<file path="src/rtl/page_bitmap_alloc_pkg.sv">
// Shared sizes and FSM encoding for the MMU page allocator and its settle timer.
// Latency: n/a (types only); backpressure: n/a.
package mmu_alloc_pkg;

    localparam int NUM_PAGES = 64;
    localparam int PAGE_W    = 6;
    localparam int POS_W     = 7;

    typedef enum logic {
        SETTLE = 1'b0,
        READY  = 1'b1
    } alloc_state_t;

endpackage

</file>
<file path="src/rtl/page_bitmap_alloc_if.sv">
// Alloc request/response and page release handshake between front-end (master) and allocator (slave).
// Latency: response one cycle after an alloc handshake; backpressure: alloc_ready only, frees always accepted.
interface page_bitmap_alloc_if;

    logic                            alloc_valid;
    logic                            alloc_ready;
    logic                            alloc_resp_valid;
    logic                            alloc_resp_ok;
    logic [mmu_alloc_pkg::PAGE_W-1:0] alloc_resp_page;
    logic                            free_valid;
    logic [mmu_alloc_pkg::PAGE_W-1:0] free_page;
    logic                            free_ready;
    logic                            free_err;

    modport master (
        output alloc_valid, free_valid, free_page,
        input  alloc_ready, alloc_resp_valid, alloc_resp_ok, alloc_resp_page,
        input  free_ready, free_err
    );

    modport slave (
        input  alloc_valid, free_valid, free_page,
        output alloc_ready, alloc_resp_valid, alloc_resp_ok, alloc_resp_page,
        output free_ready, free_err
    );

endinterface

</file>
<file path="src/rtl/page_bitmap_alloc_settle_timer.sv">
// Loadable FZ_LAT down-counter; 'last' marks the cycle whose edge lets the finder result be trusted.
// Latency: FZ_LAT cycles from load to counter reaching zero; backpressure: none.
module alloc_settle_timer #(
    parameter int FZ_LAT = 1
) (
    input  logic clk,
    input  logic rst,
    input  logic load,
    output logic last
);

    localparam int CNT_W = (FZ_LAT < 2) ? 1 : $clog2(FZ_LAT + 1);

    logic [CNT_W-1:0] cnt;

    always_ff @(posedge clk) begin
        if (rst || load) begin
            cnt <= CNT_W'(FZ_LAT);
        end else if (cnt != '0) begin
            cnt <= cnt - 1'b1;
        end
    end

    // The FSM leaves SETTLE on the same edge that takes the counter to zero.
    assign last = (cnt <= CNT_W'(1));

endmodule

</file>
<file path="src/rtl/page_bitmap_alloc.sv">
// Owns the 64-page allocation bitmap: feeds the external first-zero finder and grants allocs from its result.
// Latency: alloc/free responses one cycle after handshake; backpressure: alloc_ready low for FZ_LAT cycles after any bitmap change, frees never stalled.
module page_bitmap_alloc
    import mmu_alloc_pkg::*;
#(
    parameter int FZ_LAT = 1
) (
    input  logic                 clk,
    input  logic                 rst,
    page_bitmap_alloc_if.slave   req,
    output logic [NUM_PAGES-1:0] fz_data_out,
    input  logic                 fz_find_success,
    input  logic [POS_W-1:0]     fz_pos,
    input  logic [NUM_PAGES-1:0] fz_mask,
    output logic [POS_W-1:0]     free_count,
    output logic                 full
);

    logic [NUM_PAGES-1:0] bitmap;
    logic [NUM_PAGES-1:0] bitmap_next;
    logic [NUM_PAGES-1:0] set_mask;
    logic [NUM_PAGES-1:0] clr_mask;
    logic [POS_W-1:0]     count_next;
    alloc_state_t         state;
    logic                 ready_q;
    logic                 resp_vld_q;
    logic                 resp_ok_q;
    logic [PAGE_W-1:0]    resp_page_q;
    logic                 free_err_q;
    logic                 alloc_fire;
    logic                 alloc_ok;
    logic                 free_hit;
    logic                 free_miss;
    logic                 bitmap_chg;
    logic                 settle_last;
    logic                 unused_pos_msb;

    assign unused_pos_msb = fz_pos[POS_W-1];

    assign alloc_fire = req.alloc_valid & ready_q;
    assign alloc_ok   = alloc_fire & fz_find_success;
    // Free check looks only at the registered bitmap, so freeing the page granted this cycle is a double free.
    assign free_hit   = req.free_valid &  bitmap[req.free_page];
    assign free_miss  = req.free_valid & ~bitmap[req.free_page];

    assign set_mask    = alloc_ok ? fz_mask : '0;
    assign clr_mask    = free_hit ? (NUM_PAGES'(1) << req.free_page) : '0;
    assign bitmap_next = (bitmap | set_mask) & ~clr_mask;
    assign bitmap_chg  = alloc_ok | free_hit;

    always_comb begin
        count_next = free_count;
        case ({free_hit, alloc_ok})
            2'b10:   count_next = free_count + POS_W'(1);
            2'b01:   count_next = free_count - POS_W'(1);
            default: count_next = free_count;
        endcase
    end

    alloc_settle_timer #(
        .FZ_LAT (FZ_LAT)
    ) u_settle (
        .clk  (clk),
        .rst  (rst),
        .load (bitmap_chg),
        .last (settle_last)
    );

    always_ff @(posedge clk) begin
        if (rst) begin
            bitmap      <= '0;
            free_count  <= POS_W'(NUM_PAGES);
            full        <= 1'b0;
            state       <= SETTLE;
            ready_q     <= 1'b0;
            resp_vld_q  <= 1'b0;
            resp_ok_q   <= 1'b0;
            resp_page_q <= '0;
            free_err_q  <= 1'b0;
        end else begin
            bitmap      <= bitmap_next;
            free_count  <= count_next;
            full        <= (count_next == '0);
            resp_vld_q  <= alloc_fire;
            resp_ok_q   <= alloc_ok;
            resp_page_q <= alloc_ok ? fz_pos[PAGE_W-1:0] : '0;
            free_err_q  <= free_miss;
            if (bitmap_chg) begin
                state   <= SETTLE;
                ready_q <= 1'b0;
            end else begin
                case (state)
                    SETTLE: begin
                        if (settle_last) begin
                            state   <= READY;
                            ready_q <= 1'b1;
                        end
                    end
                    READY: begin
                        state   <= READY;
                        ready_q <= 1'b1;
                    end
                    default: begin
                        state   <= SETTLE;
                        ready_q <= 1'b0;
                    end
                endcase
            end
        end
    end

    assign fz_data_out          = bitmap;
    assign req.alloc_ready      = ready_q;
    assign req.alloc_resp_valid = resp_vld_q;
    assign req.alloc_resp_ok    = resp_ok_q;
    assign req.alloc_resp_page  = resp_page_q;
    assign req.free_ready       = 1'b1;
    assign req.free_err         = free_err_q;

endmodule

</file>
<file path="src/flat_wrapper.sv">
// flat-port wrapper written by rule: the top's interface ports become plain ports
module page_bitmap_alloc_flat import mmu_alloc_pkg::*;
#(
    parameter int FZ_LAT = 1
)
  (clk, rst, fz_data_out, fz_find_success, fz_pos, fz_mask, free_count, full, req_alloc_valid, req_free_valid, req_free_page, req_alloc_ready, req_alloc_resp_valid, req_alloc_resp_ok, req_alloc_resp_page, req_free_ready, req_free_err);
  page_bitmap_alloc_if req_i ();
  input  logic clk;
  input  logic rst;
  output logic [NUM_PAGES-1:0] fz_data_out;
  input  logic fz_find_success;
  input  logic [POS_W-1:0] fz_pos;
  input  logic [NUM_PAGES-1:0] fz_mask;
  output logic [POS_W-1:0] free_count;
  output logic full;
  input wire logic [$bits(req_i.alloc_valid)-1:0] req_alloc_valid;
  input wire logic [$bits(req_i.free_valid)-1:0] req_free_valid;
  input wire logic [$bits(req_i.free_page)-1:0] req_free_page;
  output wire logic [$bits(req_i.alloc_ready)-1:0] req_alloc_ready;
  output wire logic [$bits(req_i.alloc_resp_valid)-1:0] req_alloc_resp_valid;
  output wire logic [$bits(req_i.alloc_resp_ok)-1:0] req_alloc_resp_ok;
  output wire logic [$bits(req_i.alloc_resp_page)-1:0] req_alloc_resp_page;
  output wire logic [$bits(req_i.free_ready)-1:0] req_free_ready;
  output wire logic [$bits(req_i.free_err)-1:0] req_free_err;
  assign req_i.alloc_valid = req_alloc_valid;
  assign req_i.free_valid = req_free_valid;
  assign req_i.free_page = req_free_page;
  assign req_alloc_ready = req_i.alloc_ready;
  assign req_alloc_resp_valid = req_i.alloc_resp_valid;
  assign req_alloc_resp_ok = req_i.alloc_resp_ok;
  assign req_alloc_resp_page = req_i.alloc_resp_page;
  assign req_free_ready = req_i.free_ready;
  assign req_free_err = req_i.free_err;
  page_bitmap_alloc #(.FZ_LAT(FZ_LAT)) u_core (.clk(clk), .rst(rst), .req(req_i), .fz_data_out(fz_data_out), .fz_find_success(fz_find_success), .fz_pos(fz_pos), .fz_mask(fz_mask), .free_count(free_count), .full(full));
endmodule
</file>
<file path="config.mk">
export PLATFORM = sky130hd
export DESIGN_NAME = page_bitmap_alloc_flat
export DESIGN_NICKNAME = d
export VERILOG_FILES = /design/src/rtl/page_bitmap_alloc_pkg.sv /design/src/rtl/page_bitmap_alloc_if.sv /design/src/rtl/page_bitmap_alloc_settle_timer.sv /design/src/rtl/page_bitmap_alloc.sv /design/src/flat_wrapper.sv
export SDC_FILE = /design/constraint.sdc
export NUM_CORES = 1
export LEC_CHECK = 0
export CELL_PAD_IN_SITES_DETAIL_PLACEMENT = 1
export CELL_PAD_IN_SITES_GLOBAL_PLACEMENT = 1
export CORE_MARGIN = 1.5
export CORE_UTILIZATION = 35
export CTS_CLUSTER_SIZE = 14
export DETAILED_ROUTE_END_ITERATION = 10
export PLACE_DENSITY = 0.94
export SYNTH_ARGS = -nofsm -noshare
export SYNTH_HDL_FRONTEND = slang
export SYNTH_SLANG_ARGS = --single-unit
</file>
<file path="constraint.sdc">
create_clock -name clk -period 10.04 [get_ports clk]
set_input_delay 2.008 -clock clk [delete_from_list [all_inputs] [get_ports clk]]
set_output_delay 2.008 -clock clk [all_outputs]
set_load 0.02 [all_outputs]
</file>
-- Word level (Yosys, flattened, before mapping)
Cells that the tools add are included.
- add/sub/neg operators: 3
- magnitude comparators: 2
- bitwise operators: 11
- shift-type cells: 1
- reduce and logical (&&, ||, !) cells: 4
- equal/unequal tests: 3
- multiplexer cells: 10
- operators with widths (operator ; count):
    two-way mux 64 bit ; 2
    AND 64 bit ; 1
    NOT 64 bit ; 1
    OR 64 bit ; 1
    left shift 1 x 6 -> 64 bit (first input constant) ; 1
    one-hot mux 7 bit (2 select lines) ; 1
    adder 7 x 1 -> 7 bit (second input constant) ; 1
    zero test 7 bit ; 1
    < comparator 6 x 7 -> 1 bit (second input constant) ; 1
    subtractor 7 x 1 -> 7 bit (second input constant) ; 1
    binary-select mux 1 bit (select 6 bit) ; 1
    AND 1 bit ; 4
    two-way mux 1 bit ; 4
    one-hot mux 1 bit (2 select lines) ; 2
    OR reduction 2 bit ; 2
    NOT 1 bit ; 3
    equality test 2 x 1 -> 1 bit (second input constant) ; 1
    equality test 2 bit (second input constant) ; 1
    != test 2 x 1 -> 1 bit (second input constant) ; 1
    <= comparator 1 bit (second input constant) ; 1
    logical OR 1 bit ; 1
    OR 1 bit ; 1
    subtractor 1 bit (second input constant) ; 1
- bits in registers: 84
- bits of input ports: 82
- output and inout bits: 83

-- Logic depth before layout (Yosys ltp)
- depth in word-level cells: 6
- mapped depth: 19

-- Hierarchy
Synthesis repeated with hierarchy kept, for this count alone.
- cells, all modules: 407
- area, all modules: 3892.5 um^2
- by module, submodules not included (module ; times used ; sequential area each (um^2) ; cells an instance ; area each (um^2)):
    page_bitmap_alloc ; 1 ; 1661.6 ; 405 ; 3881.2
    alloc_settle_timer ; 1 ; 0.0 ; 2 ; 11.3

-- Worst setup path after synthesis
No wires, ideal clock.
- kind: input -> register
- start: in req_free_page[1]
- end: reg u_core.full
- setup time: 0.096 ns
- cell stages on the path: 18
- arrival: 5.399 ns
- path slack: 4.545 ns
- path buffers: 4
- path through: buf_6 > buf_12 > buf_12 > a2111oi_1 > nor4_2 > o221ai_4 > nand2_1 > nand2_1 > ha_1 > clkbuf_1 > xor2_1 > ha_1 > or3b_2 > a21oi_1 > o21ai_0 > a21oi_1 > xnor2_1 > nor4b_1
- word-level cells in the longest chain between the ends: 6
- ends and longest elaborated chain (element ; RTL line ; text):
    from (decl) ; flat_wrapper.sv:18 ; input wire logic [$bits(req_i.free_page)-1:0] req_free_page;
    binary-select mux 1 bit (select 6 bit) * ; page_bitmap_alloc.sv:43 ; assign free_hit = req.free_valid & bitmap[req.free_page];
    two-way mux 1 bit (not written as such) * ; page_bitmap_alloc.sv:43 ;
    AND 1 bit * ; page_bitmap_alloc.sv:43 ;
    equality test 2 x 1 -> 1 bit / equality test 2 bit (equally long branches) ; page_bitmap_alloc.sv:53 ; case ({free_hit, alloc_ok})
    one-hot mux 7 bit (2 select lines) * ; page_bitmap_alloc.sv:53 ;
    zero test 7 bit * ; page_bitmap_alloc.sv:83 ; full <= (count_next == '0);
    to (signal assigned) ; page_bitmap_alloc.sv:83 ;
    to (decl) ; page_bitmap_alloc.sv:16 ; output logic full
Every way passes the cells marked *; elsewhere a longest branch is shown, timed or not. The select of a mux whose other input is x is not followed.
A chain may end at the register's enable or synchronous reset.

-- Worst setup path in the final report
- start: in req_free_page[0]
- end: reg u_core.full
Same word-level chain as after synthesis.

==> out/metrics.yaml <==
outcome:
  outcome: "finished with violations"
  violations: "design-rule violations"
sta:
  rsz0062_at_grt: "no"
  hold_violations: 0
  worst_slack_ns: 3.38
  max_slew_margin_pct: 14.3
  setup_viol: 0
  fmax_ghz: 0.150
  final.min_clock_period_ns: 6.66
  tightest_slew_ns: 1.28
  fin_crit_sh_pct: 66.3
  slew_viol_final: 0
  fin_skew_ns: 0.0105
  fin_tns_setup_ns: 0
clock_network:
  cts_made_buffers: 9
  cts_root_buf: "clkbuf_16"
  clock_path_buffers: 2
  h-tree-depth: 3
  post-cts-setup-buffers: 0
  cts_tree: "yes"
  path_clk_slew_ns: 0.06
  clk_latency_ns: 0.34
  cts_hold_buf: 0
  clock-sinks: 82
  cts-resized-gates: 0
worst_setup_path:
  r2r_cells: 15
  path_max_fanout: 13
  cpPeakStageDelay_ns: 0.90
  reg2reg_slack_ns: 5.73
  setup.worst_path.end_class: "flop"
  worstSetupPathType: "in2reg"
  crit_slowest_cell: "clkdlybuf4s50_1"
  crit_path_cell_trace: "clkdlybuf4s50_1 > mux4_2 > nand2b_1 > a32o_1 > o221ai_4 > nand2_1 > nand2_1 > ha_1 > xor2_1 > ha_1 > or3b_2 > a21oi_1 > o21ai_0 > a21oi_1 > xnor2_1 > nor4b_1"
  critPathRequiredTime_ns: 10.27
  cp-start-kind: "input pin"
  cp.arrival_ns: 6.89
  cp-startpoint: "req_free_page[0]"
  r2r_start: "u_core.fz_data_out[39]"
  r2r_end: "u_core.full"
placement:
  dp_hpwl_um: 11000
  io_buffers: 162
  pre_cts_slack_ns: 3.10
  place_congestion: 0.915
power_and_ir_drop:
  p_leak_nw: 2.06
  ir_drop_uv: 67.4
  pwr-share-comb_pct: 19.0
  power_frac_clock_pct: 39.9
  pwr-share-seq_pct: 41.1
  power.density_nw_per_um2: 141
  p_sw_mw: 0.235
  power.internal_mw: 0.616
  swShare_pct: 27.6
final_layout:
  area_growth_pct: 44.7
  final_layout_size_suffix_gt1_share_pct: 12.5
  final_nets: 650
  n_antenna_cell: 0
  final.fill_count: 1319
  final_common_cell: "clkdlybuf4s50_1"
  final_cell_mix: "clkdlybuf4s50_1 (160), dfxtp_1 (82), a21oi_1 (73)"
run:
  cap_violations: 0
yosys:
  synth_top_area_share_pct: 39.5
  ys_types: 64
  yosysWarnings: 0
  syn_inst: 423
  synth_top_area_cell: "dfxtp_1"
  syn-num-nets: 509
  synthTopCellsByArea: "dfxtp_1 (39%), a21oi_1 (8.8%), a211oi_1 (4.3%), a311oi_1 (3.4%), mux2i_1 (3.4%)"
  synth_async_sr_flop_share_pct: 0
  synth_area_um2: 4160
  synth_edf_count: 0
  postSynthAreaPerCell_um2: 9.84
  synth-seq-cells: 82
  yosys_most_used_dff: "dfxtp_1"
  seq_area_frac_synth_pct: 39.5
global_route:
  grt_max_degree: 77
  grt.total_usage_pct: 23.9
  grt_pass1_wl_um: 23500
  antenna_found_initial: 0
  overflow: 0
  grt_pass1_vias: 4410
detailed_routing:
  drtPass1Iterations: 7
  antenna_left: 0
  vias: 4040
  drc: 11
  drt-total-wl_um: 15200
  post_drt_wl_per_cell_um: 21.3
  drt_iter0_drc: 113
  vias_per_cell: 5.67
die:
  rows: 39
  ioPinCount: 165
  core_um2: 11500
  chipHeight_um: 112
  start_util_pct: 36.1
  die_x_um: 112
  die-area_um2: 12500
min_path:
  hp-start: "u_core.req.alloc_ready"
  worst_hold_path_type: "reg2reg"
  hold-path-cell-count: 2
  min_to: "u_core.req.alloc_resp_valid"
[through the flow]
stage	power [mW]	area [µm²]	util [%]	instances	hold WS, ns
after global routing	0.877	6020	52.3	712	0.543
final	0.851	6020	52.3	712	0.497
after CTS	0.853	6020	52.3	712	0.498
after global placement	0.511	5710	49.6	696	0.452
after detailed placement	0.517	5710	49.6	696	0.476
after floorplan	0.445	4160	-	423	0.518
[state kept, by name (all words and copies together), names as in the netlist]
signal                       cells
u_core.req.alloc_resp_ok         1
u_core.full                      1
u_core.req.free_err              1
u_core.free_count                7
u_core.fz_data_out              64
u_core.req.alloc_resp_valid      1
u_core.req.alloc_resp_page       6
u_core.req.alloc_ready           1
[Yosys cell counts, drive strengths merged (10+ instances only)]
master / count
nand2: 16
buf: 14
a311oi: 16
a211oi: 36
a31oi: 17
mux2: 10
dfxtp: 82
a21oi: 73
or2: 16
clkbuf: 18
mux2i: 14
nor2: 18
[worst max-delay path by stage]
stage / end / slack [ns] / depth (start not counted)
after floorplan: u_core.full / 4.54 / 18
after global placement: u_core.full / 3.32 / 16
after detailed placement: u_core.full / 3.10 / 16
after CTS: u_core.full / 3.43 / 16
after global routing: u_core.full / 3.14 / 16
final: u_core.full / 3.38 / 16
[area by class of cell]
type | count | area (µm²) | area share (%)
clock inverters | 5 | 63.8 | 1.06
clock buffers | 11 | 243 | 4.03
repair buffers | 165 | 1630 | 27.1
well taps | 143 | 179 | 2.97
multi-input cells | 302 | 2240 | 37.3
flip-flops and latches | 82 | 1640 | 27.3
inverters | 4 | 15.0 | 0.249
[metal layers]
| metal | global-route usage [%] | vias to the layer above | part of all wire (%) |
|---|---|---|---|
| met5 | 0 | - | 0 |
| met4 | 7.85 | 0 | 2.2 |
| met3 | 5.89 | 26 | 6.2 |
| met2 | 42.9 | 132 | 50 |
| met1 | 28.0 | 2006 | 41 |
| li1 | - | 1876 | - |
[cell families after synthesis]
group	synth area share (%)
and+or+nand+nor	13.1
buffers and inverters	6.59
DFF	39.5
adders and majority gates	1.20
other	0.0901
xor gates and xnor gates	1.68
AOI/OAI and AO/OA	29.5
muxes	8.42
[worst max-delay path, delay by kind of cell]
family / cells / cell delay, ns
compound gates: 5 / 1.18
xor+xnor: 2 / 0.35
fa+ha+maj: 2 / 0.63
buf+inv: 1 / 0.90
mux: 1 / 0.58
simple gates: 5 / 1.22
[power groups by stage]
stage               sequential, mW  clock, mW  combinational (mW)
finish                       0.350      0.340               0.162
detailed placement           0.357          0               0.161
CTS                          0.350      0.342               0.162
global route                 0.351      0.354               0.172
global placement             0.356          0               0.155
floorplan                    0.367          0              0.0784
Note: power is estimated with default switching activity, not from simulation.
